--- config.mk ---
export PLATFORM = sky130hd
export DESIGN_NAME = store_merge
export DESIGN_NICKNAME = d
export VERILOG_FILES = /design/src/rtl/store_merge_pkg.sv /design/src/rtl/store_merge_lane_merge.sv /design/src/rtl/store_merge.sv
export SDC_FILE = /design/constraint.sdc
export NUM_CORES = 1
export LEC_CHECK = 0
export ABC_AREA = 1
export CAP_MARGIN = 20
export CORE_UTILIZATION = 43
export DETAILED_ROUTE_END_ITERATION = 8
export PLACE_DENSITY = 0.78
export SYNTH_ARGS = -nofsm -noshare
export SYNTH_HDL_FRONTEND = slang
export SYNTH_HIERARCHICAL = 1
export SYNTH_SLANG_ARGS = --single-unit
--- constraint.sdc ---
create_clock -name clk -period 3.2 [get_ports clk]
set_input_delay 0.64 -clock clk [delete_from_list [all_inputs] [get_ports clk]]
set_output_delay 0.64 -clock clk [all_outputs]
set_load 0.1 [all_outputs]
--- src/rtl/store_merge_pkg.sv ---
// store_merge_pkg: size/state encodings and lane constants shared by store merge and load extend
package store_merge_pkg;
  localparam logic [1:0] SZ_BYTE = 2'b00;
  localparam logic [1:0] SZ_HALF = 2'b01;
  localparam logic [1:0] SZ_WORD = 2'b10;
  localparam logic [31:0] BYTE_MASK = 32'h0000_00ff;
  localparam logic [31:0] HALF_MASK = 32'h0000_ffff;
  typedef enum logic [2:0] {IDLE, READ, WRITE, RESP, ERR} state_t;
  // True when the access cannot be done as a single aligned word-port access
  function automatic logic misaligned(input logic [1:0] size, input logic [1:0] lo);
    return size == 2'b11 || (size == SZ_HALF && lo[0]) || (size == SZ_WORD && lo != 2'b00);
  endfunction
endpackage

--- src/rtl/store_merge_lane_merge.sv ---
// lane_merge: replaces the addressed byte/half lane of a word with new data (little-endian)
module lane_merge
  import store_merge_pkg::*;
(
  input  logic [31:0] old_word,
  input  logic [31:0] new_data,
  input  logic [1:0]  size,
  input  logic [1:0]  lane,
  output logic [31:0] merged
);
  logic [4:0]  sh;
  logic [31:0] mask;
  // Shift the lane mask and data into place, keep the rest of the old word
  always_comb begin
    sh = size == SZ_HALF ? {lane[1], 4'b0000} : {lane, 3'b000};
    mask = (size == SZ_HALF ? HALF_MASK : size == SZ_BYTE ? BYTE_MASK : '1) << sh;
    merged = (old_word & ~mask) | ((new_data << sh) & mask);
  end
endmodule

--- src/rtl/store_merge.sv ---
// store_merge: narrows a store and writes it to a word-only memory via read-modify-write
module store_merge
  import store_merge_pkg::*;
#(
  parameter int ADDR_W  = 32,
  parameter int TIMEOUT = 16
) (
  input  logic              clk,
  input  logic              rst,
  input  logic              req_valid,
  output logic              req_ready,
  input  logic [ADDR_W-1:0] req_addr,
  input  logic [31:0]       req_data,
  input  logic [1:0]        req_size,
  output logic              done,
  output logic              misalign,
  output logic              bus_err,
  output logic [ADDR_W-3:0] mem_addr,
  output logic              mem_rd_en,
  input  logic [31:0]       mem_rdata,
  input  logic              mem_rd_valid,
  output logic              mem_wr_en,
  output logic [31:0]       mem_wdata,
  input  logic              mem_wr_ready
);
  localparam int CW = $clog2(TIMEOUT + 1);
  localparam logic [CW-1:0] TLAST = CW'(TIMEOUT - 1);
  state_t state, next;
  logic [ADDR_W-1:0] addr_q;
  logic [31:0] data_q, wdata_q, merged;
  logic [1:0] size_q;
  logic [CW-1:0] cnt;
  logic berr_q, stall, tmo;
  lane_merge u_merge (
    .old_word(mem_rdata),
    .new_data(data_q),
    .size(size_q),
    .lane(addr_q[1:0]),
    .merged(merged)
  );
  // Handshake still outstanding this cycle, and whether this is its last allowed cycle
  always_comb begin
    stall = state == READ ? !mem_rd_valid : !mem_wr_ready;
    tmo = cnt == TLAST;
  end
  // State register
  always_ff @(posedge clk or posedge rst)
    if (rst) state <= IDLE;
    else state <= next;
  // Next-state logic
  always_comb begin
    next = state;
    case (state)
      IDLE:    if (req_valid) next = misaligned(req_size, req_addr[1:0]) ? ERR : req_size == SZ_WORD ? WRITE : READ;
      READ:    next = mem_rd_valid ? WRITE : tmo ? RESP : READ;
      WRITE:   next = !stall || tmo ? RESP : WRITE;
      default: next = IDLE;
    endcase
  end
  // Request capture, merged write word, timeout counter and bus-error flag
  always_ff @(posedge clk or posedge rst)
    if (rst) begin
      addr_q <= '0;
      data_q <= '0;
      size_q <= '0;
      wdata_q <= '0;
      cnt <= '0;
      berr_q <= 1'b0;
    end else begin
      if (state == IDLE && req_valid) begin
        addr_q <= req_addr;
        data_q <= req_data;
        size_q <= req_size;
        wdata_q <= req_data;
      end
      if (state == READ && mem_rd_valid) wdata_q <= merged;
      if (state == READ || state == WRITE) berr_q <= stall && tmo;
      cnt <= next != state ? '0 : cnt + 1'b1;
    end
  // Outputs decoded from state
  always_comb begin
    req_ready = state == IDLE;
    done = state == RESP || state == ERR;
    misalign = state == ERR;
    bus_err = state == RESP && berr_q;
    mem_rd_en = state == READ;
    mem_wr_en = state == WRITE;
    mem_addr = addr_q[ADDR_W-1:2];
    mem_wdata = wdata_q;
  end
endmodule

**Word-level counts from Yosys, hierarchy flattened**

Cells that the tools add are included.

- Register bits after elaboration: 107
- Input port bits: 103
- Output and inout bits: 68
- Logic and storage cells: 56

- $add $sub $neg: 1
- Eq/ne operators: 10
- Shifts and indexed selects: 2
- Multiplexer cells: 14
- Bitwise gates (word level): 4
- Reductions and logical operators: 18

Operators with widths:

| operator | number |
|---|---|
| $mux 32 | 4 |
| $and 32x32->32 | 2 |
| $shl 32x5->32 | 2 |
| $not 32->32 | 1 |
| $or 32x32->32 | 1 |
| $pmux 3 s3 | 1 |
| $eq 3x2->1 const B | 2 |
| $logic_and 1x1->1 | 6 |
| $mux 2 | 3 |
| $mux 3 | 2 |
| $add 5x1->5 const B | 1 |
| $eq 5x4->1 const B | 1 |
| $logic_or 1x1->1 | 5 |
| $mux 5 | 1 |
| $eq 2x1->1 const B | 2 |
| $eq 2x2->1 const B | 2 |
| $mux 4 | 1 |
| $reduce_bool 2->1 | 2 |
| $eq 3x1->1 const B | 1 |
| $eq 3x3->1 const B | 1 |
| $logic_not 1->1 | 3 |
| $logic_not 3->1 | 1 |
| $ne 3x3->1 | 1 |
| $logic_not 2->1 | 1 |
| $mux 1 | 2 |

**Depth between registers and ports, before layout**

- Depth after elaboration: 9
- Mapped depth: 10
- Depth with buffers taken out: 10

**By module**

The synthesis kept the hierarchy.

Modules (own cells, without submodules):

| module | instances | cells each | area an instance (um^2) | sequential area each (um^2) |
|---|---|---|---|---|
| store_merge | 1 | 518 | 4475.5 | 2677.6 |
| lane_merge | 1 | 211 | 979.7 | 0.0 |

**Least setup slack after synthesis**

OpenSTA, ideal clock, no wires.

- Path kind: register to output
- Start point: register state[1]
- End point: output done
- Arrival time: 2.658 ns
- Data required time: 2.560 ns
- Setup slack: -0.098 ns
- Cell stages (with the launch flop): 4
- Path through: dfrtp_1 > inv_2 > nand2_1 > o21ai_0

- Cells in the longest elaborated chain, start to end: 2
- Elaborated cells between the ends (all ways): 3
- Classes of those cells: eq/ne: 2; reduce/logical: 1

Ends and longest elaborated chain:

| element | line | source |
|---|---|---|
| start, declared | store_merge.sv:28 | `state_t state, next;` |
| start signal, assigned | store_merge.sv:49 | `else state <= next;` |
| $eq 3x2->1 or $eq 3x3->1 (tied branches) | store_merge.sv:83 | `done = state == RESP \|\| state == ERR;` |
| $logic_or 1x1->1 * | store_merge.sv:83 |  |
| end, declared | store_merge.sv:15 | `output logic done,` |

Every way passes the cells marked *; elsewhere a longest branch is shown, timed or not.

**Worst setup path in the final report**

- Start point: input req_valid
- End point: register cnt[3]

- Cells in the longest elaborated chain, start to end: 4

Ends and longest elaborated chain:

| element | line | source |
|---|---|---|
| start, declared | store_merge.sv:10 | `input logic req_valid,` |
| $mux 3 | store_merge.sv:54 | `IDLE: if (req_valid) next = misaligned(req_size, req_addr[1:0]) ? ERR : req_size == SZ_WORD ? WRITE : READ;` |
| $pmux 3 s3 | store_merge.sv:53 | `case (state)` |
| $ne 3x3->1 | store_merge.sv:78 | `cnt <= next != state ? '0 : cnt + 1'b1;` |
| $mux 5 | store_merge.sv:78 |  |
| end signal, assigned | store_merge.sv:78 |  |
| end, declared | store_merge.sv:32 | `logic [CW-1:0] cnt;` |

Every way passes these cells.
A chain may end at the register's enable or synchronous reset.

==> impl_table.tex <==
\begin{tabular}{lr}
\hline
Metric & Value \\
\hline
\multicolumn{2}{l}{\textbf{Outcome}} \\
\quad Outcome & finished, final reports clean \\
\multicolumn{2}{l}{\textbf{Route}} \\
\quad First-iteration detailed-routing DRC count & roughly 460 \\
\quad Post-detailed-routing wire length & between 15000 and 20000 microns \\
\quad Drt pass-1 iters & 5 \\
\quad Routed wire length per instance & around 15 microns \\
\quad DRC viols & 0 \\
\quad Vias after detailed routing & a little over 5000 \\
\quad Average vias per placed instance & about 5.0 \\
\quad Antenna Nets Post-Route & 0 \\
\multicolumn{2}{l}{\textbf{Critical path}} \\
\quad Worst Reg-to-Reg Cells & 8 \\
\quad Type of the worst setup path & in -> reg \\
\quad Worst setup path end & cnt[3] \\
\quad Startpoint of the worst-slack reg-to-reg timing path & state[2] \\
\quad Element type at the critical path end & flip-flop \\
\quad Crit-path max FO & 30 \\
\quad Worst R2R Setup Slack & 1.12 ns \\
\quad Worst setup path startpoint & req\_valid \\
\quad Worst Path Arrival & roughly 2.5 ns \\
\quad Capture point of the worst reg-to-reg path & cnt[3] \\
\quad Startpoint type of the worst setup path & input pin \\
\quad Critical path required time & between 3 and 4 ns \\
\multicolumn{2}{l}{\textbf{Yosys}} \\
\quad Netlist Area Pre-Place & between 5000 and 6000 sq um \\
\quad Cell type with the largest total area after synthesis & dfrtp\_1 \\
\quad Average cell area after synthesis & approximately 7.5 sq um \\
\quad Number of enable-type register cells in the synthesized netlist & 0 \\
\quad Nets in the synthesized netlist & 834 \\
\quad Flip-flop and latch count after synthesis & $\sim$110 \\
\quad Number of distinct library cells after synthesis & 24 \\
\quad Yosys top cell area share & 0.491 \\
\quad Cell types with the highest counts after synthesis & nand2\_1, dfrtp\_1, nand3\_1 \\
\quad Share of async-settable or async-resettable flops after synthesis & 1.00 \\
\quad Synthesized instance count & 729 \\
\quad Cell types occupying the most area after synthesis & dfrtp\_1, nand2\_1, nand3\_1, buf\_4, nor2\_1 \\
\quad Proportion of synthesized chip area in sequential cells & 0.491 \\
\quad Dominant register cell in the synthesized netlist & dfrtp\_1 \\
\quad Most common cell in the netlist & nand2\_1 \\
\quad Synth Warn \# & 6 \\
\multicolumn{2}{l}{\textbf{Timing}} \\
\quad Pin slew with the least headroom to its limit & 0.607 ns \\
\quad Fraction of the cycle the final worst path needs & 0.706 \\
\quad Maximum clock frequency & 0.442 GHz \\
\quad Final Hold Vio Count & 0 \\
\quad Final sum of negative setup slack & 0 ns \\
\quad Final-report setup violation count & 0 \\
\quad Relative slew slack & 0.595 \\
\quad Max-slew violation count & 0 \\
\quad Post-route minimum period & $\sim$2.3 ns \\
\quad Setup repair after global routing missed its margin & false \\
\quad Fin Clk Skew & between 0.008 and 0.009 ns \\
\multicolumn{2}{l}{\textbf{Placement}} \\
\quad Number of port buffers & 170 \\
\quad Routability Congestion & about 0.90 \\
\quad Placed wire-length estimate after detailed placement & about 10000 microns \\
\multicolumn{2}{l}{\textbf{Clocking}} \\
\quad Clock net sink count & 107 \\
\quad Number of buffers created by CTS & 9 \\
\quad Skew-Pair Late Insertion Delay & about 0.34 ns \\
\quad Number of H-tree levels & 3 \\
\quad Clock slew at the register clock pins of the worst setup and hold paths & $\sim$0.060 ns \\
\quad Hold buffers post-CTS & 0 \\
\quad Clock root buffer & clkbuf\_16 \\
\quad Number of buffers between clock root and the deepest sink & 2 \\
\quad Number of gates given a new drive strength after cts & 0 \\
\quad TritonCTS clock tree & built \\
\quad Post-CTS setup buffer count & 0 \\
\multicolumn{2}{l}{\textbf{Cells and area}} \\
\quad Growth of design area from synthesis to finish & 31.3\% \\
\quad \# nets final & approximately 960 \\
\quad FILL cells & 1177 \\
\quad Number of antenna cells inserted & 0 \\
\quad Share of post-route cells with drive strength above 1 & 0.126 \\
\multicolumn{2}{l}{\textbf{Global route}} \\
\quad All-layer global routing usage & 0.243 \\
\quad Maximum number of pins on one net before global-route repair & 108 \\
\quad Via count of the first global-routing pass & 4907 \\
\quad Overall overflow remaining after global route & 0 \\
\quad Number of antenna violations at the first check in global routing & 0 \\
\quad Global-route wire length before repair & $\sim$25000 microns \\
\multicolumn{2}{l}{\textbf{Floorplanning}} \\
\quad CORE AREA & 12200 sq um \\
\quad I/O Pins & 171 \\
\quad Row cnt & 40 \\
\quad Initial Utilization & 0.447 \\
\quad Die H & about 110 microns \\
\quad Chip width & 115 microns \\
\quad Overall die area & between 10000 and 15000 sq um \\
\multicolumn{2}{l}{\textbf{Worst hold path}} \\
\quad Worst hold path type & reg -> reg \\
\quad Min-Delay Startpoint & cnt[0] \\
\multicolumn{2}{l}{\textbf{Run}} \\
\quad Max\_cap viols & 0 \\
\hline
\end{tabular}
flip-flops by register name, summed over array words and instances (netlist names):
name / count
berr_q: 1
cnt: 5
data_q: 32
mem_wdata: 32
addr_q: 32
state: 3
size_q: 2
per-layer routing:
metal / wire (microns) / vias up / part of all wire / track usage
li1: - / 2507 / - / -
met2: 6970 / 220 / 0.46 / 0.385
met4: 291 / 0 / 0.019 / 0.0727
met5: 0 / - / 0 / 0
met3: 1400 / 23 / 0.093 / 0.0704
met1: 6400 / 2379 / 0.42 / 0.324
metrics by stage:
step           instances   util  instance area [sq um]  worst slack [ns]  hold WS, ns
2_1_floorplan        729      -                   5460             0.658        0.431
3_3_place_gp        1009  0.561                   6850             0.651        0.453
3_5_place_dp        1009  0.561                   6850             0.580        0.460
4_1_cts             1024  0.586                   7160             0.935        0.465
5_1_grt             1024  0.586                   7160             0.659        0.491
6_report            1024  0.586                   7160             0.939        0.465
how the worst min path moves through the flow:
stage	end	slack (ns)	cells past startpoint
2_1_floorplan	cnt[0]	0.43	1
3_3_place_gp	cnt[0]	0.45	1
3_5_place_dp	cnt[0]	0.46	1
4_1_cts	cnt[0]	0.47	1
5_1_grt	cnt[0]	0.49	1
6_report	cnt[0]	0.46	1
cell families after synthesis:
kind of cell,Yosys count,share of synthesized area
and+or+nand+nor,502,0.380
DFF,107,0.491
buffers and inverters,92,0.0968
AOI/OAI and AO/OA,24,0.0245
xor gates and xnor gates,2,0.00321
adders and majority gates,2,0.00459
cells in the final DEF (no fill, tap or decap):
master,Yosys,layout
a21oi_1,9,9
a21oi_2,1,1
and3_1,1,1
buf_12,0,2
buf_4,41,71
bufinv_16,0,2
clkbuf_1,5,3
clkbuf_16,0,9
clkbuf_8,0,1
clkdlybuf4s50_1,0,102
clkinvlp_4,0,1
dfrtp_1,107,107
ha_1,2,2
inv_1,19,18
inv_2,7,7
inv_4,3,3
nand2_1,355,355
nand2_2,3,3
nand2_4,4,4
nand3_1,103,103
nand3_2,2,2
nand4_1,1,1
nor2_1,31,31
nor2_2,2,2
o21ai_0,5,4
o21ai_1,1,2
o22ai_1,8,8
xnor2_1,1,1
xor2_1,1,1
cell type report:
| cell class | count | area (sq um) | share of cell area |
|---|---|---|---|
| Clock inverter | 2 | 60.1 | 0.00839 |
| Sequential cell | 107 | 2680 | 0.374 |
| Multi-Input combinational cell | 530 | 2250 | 0.314 |
| Timing Repair Buffer | 175 | 1590 | 0.223 |
| Inverter | 29 | 120 | 0.0168 |
| Clock buffer | 13 | 250 | 0.0349 |
| Tap cell | 168 | 210 | 0.0294 |
worst max-delay path: stages:
cell and delay (ns):
clkdlybuf4s50_1 0.50, nand3_2 0.35, inv_2 0.55, nand2_1 0.14
o21ai_1 0.10, a21oi_1 0.06, nand2_2 0.11, nor2_1 0.05
Power is left out: the tool's default activity adds up to more than one toggle a clock period on the data nets, which glitch-free logic cannot reach.
